<file path="config.mk">
export PLATFORM = sky130hd
export DESIGN_NAME = psr_ctrl_flat
export DESIGN_NICKNAME = d
export VERILOG_FILES = /design/src/rtl/psr_ctrl_if.sv /design/src/rtl/psr_ctrl.sv /design/src/flat_wrapper.sv
export SDC_FILE = /design/constraint.sdc
export NUM_CORES = 1
export LEC_CHECK = 0
export BUFFER_PORTS_ARGS = -buffer_cell sky130_fd_sc_hd__buf_2
export CAP_MARGIN = 20
export CORE_MARGIN = 1.5
export CORE_UTILIZATION = 50
export DETAILED_ROUTE_END_ITERATION = 8
export GPL_ROUTABILITY_DRIVEN = 0
export PLACE_DENSITY = 0.81
export SLEW_MARGIN = 20
export SYNTH_ARGS = -nofsm -noshare
export SYNTH_HDL_FRONTEND = slang
export SYNTH_SLANG_ARGS = --single-unit
</file>
<file path="constraint.sdc">
create_clock -name clk -period 3.55 [get_ports clk]
set_input_delay 0.1775 -clock clk [delete_from_list [all_inputs] [get_ports clk]]
set_output_delay 0.1775 -clock clk [all_outputs]
set_load 0.02 [all_outputs]
</file>
<file path="src/rtl/psr_ctrl_if.sv">
// Control bundle between the pipeline stage logic and the psr_ctrl sequencer.
// The datapath side is the master: it drives requests and hazard/branch status.
interface psr_ctrl_if #(
    parameter int STAGES = 3
);
    logic                run;
    logic                hazard;
    logic                branch_taken;
    logic                halt_req;
    logic [STAGES-1:0]   c_left;
    logic [STAGES-1:0]   c_right;
    logic [STAGES-1:0]   ld_ri;
    logic [STAGES-1:0]   clr_n;
    logic                pc_en;
    logic [STAGES-1:0]   occ;
    logic [7:0]          stall_cnt;
    logic                done;
    logic                err;

    modport master (
        output run, hazard, branch_taken, halt_req,
        input  c_left, c_right, ld_ri, clr_n, pc_en, occ, stall_cnt, done, err
    );

    modport slave (
        input  run, hazard, branch_taken, halt_req,
        output c_left, c_right, ld_ri, clr_n, pc_en, occ, stall_cnt, done, err
    );
endinterface

</file>
<file path="src/rtl/psr_ctrl.sv">
// Pipeline stage-register sequencer: two-cycle LOAD/SHIFT advances with stall
// bubbles, branch flush, halt/drain and a consecutive-stall watchdog.
//
// state     | meaning
// ----------+-----------------------------------------------------------
// S_IDLE    | after reset, all registers held cleared, waiting for run
// S_LOAD    | load half of an advance; hazard/branch decide the strobes
// S_SHIFT   | shift half of an advance; occupancy moves, halt sampled
// S_DRAIN_L | load half of a drain advance, register 0 fed a bubble
// S_DRAIN_S | shift half of a drain advance
// S_HALTED  | drained, contents preserved, done asserted until run
module psr_ctrl #(
    parameter int STAGES    = 3,
    parameter int BR_STAGE  = 2,
    parameter int MAX_STALL = 15
) (
    input  logic        clk,
    input  logic        rst,
    psr_ctrl_if.slave   bus
);
    localparam int DW = $clog2(STAGES + 1);

    typedef enum logic [2:0] {
        S_IDLE,
        S_LOAD,
        S_SHIFT,
        S_DRAIN_L,
        S_DRAIN_S,
        S_HALTED
    } state_e;

    state_e              state_q, state_d;
    logic [STAGES-1:0]   occ_q, occ_d;
    logic [7:0]          stall_cnt_q, stall_cnt_d;
    logic                err_q, err_d;
    logic                stall_q, stall_d;
    logic                flush_q, flush_d;
    logic [DW-1:0]       drain_q, drain_d;

    logic [STAGES-1:0]   br_mask;
    logic [STAGES-1:0]   shifted;
    logic [8:0]          stall_inc;
    logic                wd_trip;
    logic [STAGES-1:0]   c_left, c_right, ld_ri, clr_n;
    logic                pc_en;

    always_comb begin
        br_mask = '0;
        for (int k = 0; k < STAGES; k++) begin
            br_mask[k] = (k < BR_STAGE);
        end
    end

    assign shifted   = {occ_q[STAGES-2:0], 1'b0};
    // Unsaturated compare so the watchdog still trips when MAX_STALL is 255.
    assign stall_inc = {1'b0, stall_cnt_q} + 9'd1;
    assign wd_trip   = (stall_inc > 9'(MAX_STALL));

    always_ff @(posedge clk or posedge rst) begin
        if (rst) begin
            state_q     <= S_IDLE;
            occ_q       <= '0;
            stall_cnt_q <= '0;
            err_q       <= 1'b0;
            stall_q     <= 1'b0;
            flush_q     <= 1'b0;
            drain_q     <= '0;
        end else begin
            state_q     <= state_d;
            occ_q       <= occ_d;
            stall_cnt_q <= stall_cnt_d;
            err_q       <= err_d;
            stall_q     <= stall_d;
            flush_q     <= flush_d;
            drain_q     <= drain_d;
        end
    end

    always_comb begin
        state_d     = state_q;
        occ_d       = occ_q;
        stall_cnt_d = stall_cnt_q;
        err_d       = err_q;
        stall_d     = stall_q;
        flush_d     = flush_q;
        drain_d     = drain_q;
        c_left      = '0;
        c_right     = '0;
        ld_ri       = '0;
        clr_n       = '1;
        pc_en       = 1'b0;

        case (state_q)
            S_IDLE: begin
                clr_n = '0;
                if (bus.run) begin
                    state_d     = S_LOAD;
                    stall_cnt_d = '0;
                    err_d       = 1'b0;
                end
            end
            S_LOAD: begin
                state_d = S_SHIFT;
                if (bus.branch_taken) begin
                    clr_n       = ~br_mask;
                    c_left      = ~br_mask;
                    flush_d     = 1'b1;
                    stall_d     = 1'b0;
                    stall_cnt_d = '0;
                end else if (bus.hazard) begin
                    // Register 0 keeps its instruction; register 1 takes a bubble.
                    c_left      = '1;
                    c_left[0]   = 1'b0;
                    ld_ri[0]    = 1'b1;
                    clr_n[1]    = 1'b0;
                    flush_d     = 1'b0;
                    stall_d     = 1'b1;
                    stall_cnt_d = (stall_cnt_q == 8'hFF) ? 8'hFF : stall_inc[7:0];
                    if (wd_trip) begin
                        err_d   = 1'b1;
                        drain_d = '0;
                        state_d = S_DRAIN_L;
                    end
                end else begin
                    c_left      = '1;
                    flush_d     = 1'b0;
                    stall_d     = 1'b0;
                    stall_cnt_d = '0;
                end
            end
            S_SHIFT: begin
                c_right = '1;
                pc_en   = ~stall_q;
                if (flush_q) begin
                    occ_d = shifted & ~br_mask;
                end else if (stall_q) begin
                    occ_d    = shifted;
                    occ_d[0] = occ_q[0];
                    occ_d[1] = 1'b0;
                end else begin
                    occ_d = shifted | STAGES'(1);
                end
                if (bus.halt_req) begin
                    drain_d = '0;
                    state_d = S_DRAIN_L;
                end else begin
                    state_d = S_LOAD;
                end
            end
            S_DRAIN_L: begin
                clr_n[0]  = 1'b0;
                c_left    = '1;
                c_left[0] = 1'b0;
                state_d   = S_DRAIN_S;
            end
            S_DRAIN_S: begin
                c_right = '1;
                occ_d   = shifted;
                drain_d = drain_q + DW'(1);
                state_d = (drain_q == DW'(STAGES - 1)) ? S_HALTED : S_DRAIN_L;
            end
            S_HALTED: begin
                if (bus.run) begin
                    state_d     = S_LOAD;
                    stall_cnt_d = '0;
                    err_d       = 1'b0;
                end
            end
            default: state_d = S_IDLE;
        endcase
    end

    assign bus.c_left    = c_left;
    assign bus.c_right   = c_right;
    assign bus.ld_ri     = ld_ri;
    assign bus.clr_n     = clr_n;
    assign bus.pc_en     = pc_en;
    assign bus.occ       = occ_q;
    assign bus.stall_cnt = stall_cnt_q;
    assign bus.done      = (state_q == S_HALTED);
    assign bus.err       = err_q;
endmodule

</file>
<file path="src/flat_wrapper.sv">
// flat-port wrapper written by rule: the top's interface ports become plain ports
module psr_ctrl_flat 
#(
    parameter int STAGES    = 3,
    parameter int BR_STAGE  = 2,
    parameter int MAX_STALL = 15
)
  (clk, rst, bus_run, bus_hazard, bus_branch_taken, bus_halt_req, bus_c_left, bus_c_right, bus_ld_ri, bus_clr_n, bus_pc_en, bus_occ, bus_stall_cnt, bus_done, bus_err);
  psr_ctrl_if #(.STAGES(STAGES)) bus_i ();
  input  logic clk;
  input  logic rst;
  input wire logic [$bits(bus_i.run)-1:0] bus_run;
  input wire logic [$bits(bus_i.hazard)-1:0] bus_hazard;
  input wire logic [$bits(bus_i.branch_taken)-1:0] bus_branch_taken;
  input wire logic [$bits(bus_i.halt_req)-1:0] bus_halt_req;
  output wire logic [$bits(bus_i.c_left)-1:0] bus_c_left;
  output wire logic [$bits(bus_i.c_right)-1:0] bus_c_right;
  output wire logic [$bits(bus_i.ld_ri)-1:0] bus_ld_ri;
  output wire logic [$bits(bus_i.clr_n)-1:0] bus_clr_n;
  output wire logic [$bits(bus_i.pc_en)-1:0] bus_pc_en;
  output wire logic [$bits(bus_i.occ)-1:0] bus_occ;
  output wire logic [$bits(bus_i.stall_cnt)-1:0] bus_stall_cnt;
  output wire logic [$bits(bus_i.done)-1:0] bus_done;
  output wire logic [$bits(bus_i.err)-1:0] bus_err;
  assign bus_i.run = bus_run;
  assign bus_i.hazard = bus_hazard;
  assign bus_i.branch_taken = bus_branch_taken;
  assign bus_i.halt_req = bus_halt_req;
  assign bus_c_left = bus_i.c_left;
  assign bus_c_right = bus_i.c_right;
  assign bus_ld_ri = bus_i.ld_ri;
  assign bus_clr_n = bus_i.clr_n;
  assign bus_pc_en = bus_i.pc_en;
  assign bus_occ = bus_i.occ;
  assign bus_stall_cnt = bus_i.stall_cnt;
  assign bus_done = bus_i.done;
  assign bus_err = bus_i.err;
  psr_ctrl #(.STAGES(STAGES), .BR_STAGE(BR_STAGE), .MAX_STALL(MAX_STALL)) u_core (.clk(clk), .rst(rst), .bus(bus_i));
endmodule
</file>
; ---- After elaboration in Yosys (flattened, before gate mapping)
; Index checks and enable logic that the tools add are counted.
[classes]
n_eq_ne = 13
bitwise = 1
n_mul = 0
add_sub_neg = 2
div = 0
n_reduce_logical = 11
magnitude_cmp = 1
n_shift = 0
muxes = 39
[ops]
columns = cell, n
row1 = 2-to-1 mux 8 bit, 4
row2 = 2-to-1 mux 3 bit, 6
row3 = case mux 8 bit (2 select lines), 1
row4 = case mux 3 bit (5 select lines), 1
row5 = 2-to-1 mux 1 bit, 14
row6 = 2-to-1 mux 2 bit, 7
row7 = case mux 3 bit (2 select lines), 2
row8 = AND reduction 5 bit, 2
row9 = "adder 8 x 1 -> 9 bit, second input constant", 1
row10 = "greater-than comparator 9 x 4 -> 1 bit, second input constant", 1
row11 = "== test 8 bit, second input constant", 1
row12 = "== test 3 x 2 -> 1 bit, second input constant", 2
row13 = "== test 3 bit, second input constant", 2
row14 = "inequality test 2 bit, second input constant", 3
row15 = case mux 2 bit (3 select lines), 1
row16 = OR reduction 2 bit, 3
row17 = "inequality test 2 x 1 -> 1 bit, second input constant", 2
row18 = case mux 1 bit (2 select lines), 2
row19 = case mux 2 bit (2 select lines), 1
row20 = AND reduction 2 bit, 2
row21 = nonzero test 2 bit, 2
row22 = "== test 3 x 1 -> 1 bit, second input constant", 1
row23 = zero test 3 bit, 1
row24 = "inequality test 3 bit, second input constant", 1
row25 = other kinds (4), 4
[totals]
mem_bits_rw = 0
word_cells = 75
latchBits = 0
reg_bits = 19
memories = 0
in_bits = 6
mem_bits_ro = 0

; ---- Logic depth before layout (Yosys ltp)
[logic_depth]
ltp_word = 6
mapped_depth = 6
depth_no_buf = 6

; ---- Worst setup path after synthesis
; Ideal clock, no wire load.
[synth_path]
path_type = register -> register
from = reg u_core.stall_cnt_q[0], in the netlist u_core.bus.stall_cnt[0]
to = reg u_core.err_q, in the netlist u_core.bus.err
setup_ns = 0.124
slack_ns = 1.474
arrival_ns = 1.952
path_stages_with_launch = 6
required_time_ns = 3.426
path_cell_list = dfrtp_1 > ha_1 > and3_4 > or4_4 > a22o_4 > o31a_1
[synth_via]
elab_chain_cells = 4
[synth_lines]
columns = element, line_no
row1 = from (decl), psr_ctrl.sv:34  ; logic [7:0] stall_cnt_q, stall_cnt_d;
row2 = from (signal assigned), psr_ctrl.sv:71  ; stall_cnt_q <= stall_cnt_d;
row3 = adder 8 x 1 -> 9 bit, psr_ctrl.sv:56  ; assign stall_inc = {1'b0, stall_cnt_q} + 9'd1;
row4 = greater-than comparator 9 x 4 -> 1 bit, psr_ctrl.sv:57  ; assign wd_trip = (stall_inc > 9'(MAX_STALL));
row5 = inequality test 2 x 1 -> 1 bit (no source line), -
row6 = AND reduction 5 bit (no source line), -
row7 = to (signal assigned), psr_ctrl.sv:72  ; err_q <= err_d;
row8 = to (decl), psr_ctrl.sv:35  ; logic err_q, err_d;
; No other way between the ends.
; A chain may end at the register's enable or synchronous reset.

; ---- Worst setup path in the final report
[layout_path]
from = reg u_core.state_q[1]
to = out bus_ld_ri[0]
[layout_via]
elab_chain_cells = 2
[layout_lines]
columns = element, line_no
row1 = from (decl), psr_ctrl.sv:32  ; state_e state_q, state_d;
row2 = from (signal assigned), psr_ctrl.sv:69  ; state_q <= state_d;
row3 = == test 3 x 1 -> 1 bit, psr_ctrl.sv:93  ; case (state_q)
row4 = 2-to-1 mux 1 bit, psr_ctrl.sv:93
row5 = to (decl), flat_wrapper.sv:18  ; output wire logic [$bits(bus_i.ld_ri)-1:0] bus_ld_ri;
; No other way between the ends.

==> summary.txt <==
Critical path
  – Critical-path maximum fanout: 23
  – Flop-to-flop setup slack: 1.44 ns
  – Required @ worst endpoint: between 3 and 4 ns
  – Crit Path Category: register to output pin
  – Crit end category: output pin
  – Critical path arrival: about 2.2 ns
  – CP Launch Type: register
  – Worst r2r dst: u_core.bus.err$_DFFE_PP0P_
  – Worst r2r src: u_core.bus.stall_cnt[0]$_DFFE_PP0P_
  – Reg2Reg Depth: 5

Run
  – Max-cap violation count: 0

Worst hold path
  – Hold Crit Class: input port to asynchronous set/reset pin

Power
  – Final Power: 1120 uW
  – Cell leakage power: 0.000735 uW
  – VDD IR max: 0.000607 V
  – Power density over the cells: slightly below 800 mW/mm^2

Clock network
  – Clk_lat worst skew: 0.29 ns
  – CTS root buffer: clkbuf_4
  – CTS Hold Bufs: 0
  – Clock Pin Slew Worst Setup and Hold Paths: around 0.11 ns
  – Num Clock Sinks: 19
  – Max H-tree Level: 1
  – CTS Buf Count: 3
  – Post-CTS Resized: 0
  – Clock Tree Buf Depth: 2
  – Number of setup buffers added after CTS: 0
  – CTS tree: done

Global route
  – GRT overflow: 0
  – First-pass GRT wire length: 4820 microns
  – GRT Total Usage: approximately 23%
  – Initial antenna violation count: 0
  – Vias in the first global route: 1047
  – Largest net degree at the start of global routing: 24

Placement
  – Dpl ws: about 1.5 ns
  – Port Buffers: 29
  – Dpl hpwl: between 2000 and 2500 microns

Floorplan
  – Die width: ~54 microns
  – Initial Utilization: between 50% and 60%
  – I/O pin count: 32
  – CORE AREA: around 0.0025 sq mm
  – Die area: 0.00292 sq mm
  – DIE HEIGHT: ~54 microns
  – Row cnt: 18

Status
  – Failing checks: negative hold slack
  – Outcome: finished, violations left

Timing
  – Setup_tns: 0 ns
  – Final worst-path setup slack: between 1 and 1.5 ns
  – Slew HR: between 40% and 50%
  – Final-report hold violation count: 14
  – Min Hold Slack: -0.00448 ns
  – Clock Skews: between 0.001 and 0.0015 ns
  – Slew @ Worst Pin: ~0.76 ns
  – Achievable frequency: roughly 420 MHz
  – Fin crit share: between 60% and 70%
  – RSZ-0062 raised after global routing: false
  – Clock period minus worst slack: approximately 2.4 ns
  – Pins Over Slew Limit: 0
  – Setup violators final: 0

Route
  – Total number of vias: between 1000 and 1500
  – Pre-antenna DRT Iters: 4
  – DR WL/cell: 15.1 microns
  – DRC violation count after routing: 0
  – Routed wire length: roughly 3000 microns
  – Antenna Violating Nets Remaining: 0
  – Vias per inst: roughly 6.1
  – DRT iter0 DRCs: 35

Cells and area
  – Nets: approximately 180
  – Fill cells: ~240
  – Area Overhead vs Synth: 11.4%
  – Util after Layout: between 50% and 60%
  – Ant. Diodes: 0
  – Share of layout cells above drive strength 1: a little under a quarter

Synth
  – Synth top area share: roughly 36%
  – Yosys cell types: 52
  – Synth area leaders: dfrtp_1 (36%), a21oi_1 (3.8%), o21ai_0 (3.5%), inv_1 (3.5%), buf_4 (2.9%)
  – Syn_area_per_cell: between 8 and 9 sq um
  – Commonest cells in the synthesized netlist: dfrtp_1 (19), inv_1 (12), a21oi_1 (10)
  – Post-synth EDFFs: 0
  – Register area share after synthesis: about 36%
  – Ys Warns: 0
  – Primary FF master, synth: dfrtp_1
  – Synthesized instance count: 150
  – Post-synth ARST share: between 90% and 100%
  – #FFs+latches synth: 19
  – Synth Cell Area: around 0.0013 sq mm
  – Count leader, synth: dfrtp_1
  – Leading area contributor after synthesis: dfrtp_1
==> registers in the layout, indices dropped and copies added (netlist names) <==
name and flops:
u_core.bus.stall_cnt 8, u_core.bus.occ 3, u_core.state_q 3, u_core.drain_q 2, u_core.bus.err 1, u_core.flush_q 1, u_core.stall_q 1
==> final cells by class <==
| cell class | instances | area, sq um | share of cell area, % |
|---|---|---|---|
| clock buffers | 3 | 22.5 | 1.55 |
| clock inverters | 1 | 5.00 | 0.345 |
| inverters | 13 | 48.8 | 3.36 |
| multi-input cells | 107 | 718 | 49.4 |
| flip-flops and latches | 19 | 475 | 32.7 |
| well taps | 30 | 37.5 | 2.58 |
| repair buffers | 29 | 145 | 9.99 |
==> worst max-delay path by stage <==
stage                                                   start                         end  slack (ns)
after floorplan           u_core.bus.stall_cnt[0]$_DFFE_PP0P_  u_core.bus.err$_DFFE_PP0P_        1.47
after detailed placement  u_core.bus.stall_cnt[0]$_DFFE_PP0P_  u_core.bus.err$_DFFE_PP0P_        1.48
after global placement    u_core.bus.stall_cnt[0]$_DFFE_PP0P_  u_core.bus.err$_DFFE_PP0P_        1.54
after CTS                       u_core.state_q[1]$_DFFE_PP0P_                bus_ld_ri[0]        1.20
after global routing            u_core.state_q[1]$_DFFE_PP0P_                bus_ld_ri[0]        0.97
final                           u_core.state_q[1]$_DFFE_PP0P_                bus_ld_ri[0]        1.17
==> stage by stage <==
step | cell area, sq um | std cells
floorplan | 1310 | 151
global placement | 1430 | 198
detailed placement | 1430 | 198
CTS | 1450 | 202
global route | 1450 | 202
finish | 1450 | 202
==> layer usage <==
layer | share of wire, % | wire [microns] | global-route usage, %
met4 | 1.7 | 51 | 8.33
met3 | 4.6 | 140 | 3.33
met2 | 48 | 1460 | 39.8
met5 | 0 | 0 | 0
met1 | 46 | 1410 | 28.2
==> kinds of logic after synthesis <==
group,count (synthesis),share of synthesized area (%)
mux,2,1.73
xor+xnor,1,0.672
fa+ha+maj,3,2.88
other cells,1,0.288
buf+inv,25,8.73
flops,19,36.5
simple gates,44,19.9
compound gates,55,29.4
==> worst max-delay path, stage by stage (launching register included) <==
cell and delay, ns:
dfrtp_1 0.63, nor3b_1 0.41, nand3b_1 0.40, inv_2 0.26, buf_2 0.20
==> cell usage in the layout (no fill, tap or decap), types with 2 or more instances in the layout <==
cell,count
a21oi_1,10
nor4_1,2
conb_1,2
o31ai_2,2
o21ai_1,7
a22o_1,3
nand2b_1,3
nand3_1,4
nand3b_1,3
dfrtp_1,19
o2bb2ai_1,2
clkbuf_4,3
nand2_1,7
o21ai_0,9
nor2_1,7
inv_1,12
and2_1,2
o31ai_1,2
o22ai_1,3
and3b_1,2
ha_1,3
a21o_1,4
nor3_1,4
buf_2,29
==> power breakdown <==
group	internal [uW]	switching, uW	leakage [uW]	total, uW
logic	236	374	0.000475	610
registers	274	124	0.000243	398
clock network	41.9	69.5	0.0000177	111
total	553	567	0.000735	1120
Note: power is estimated with default switching activity, not from simulation.
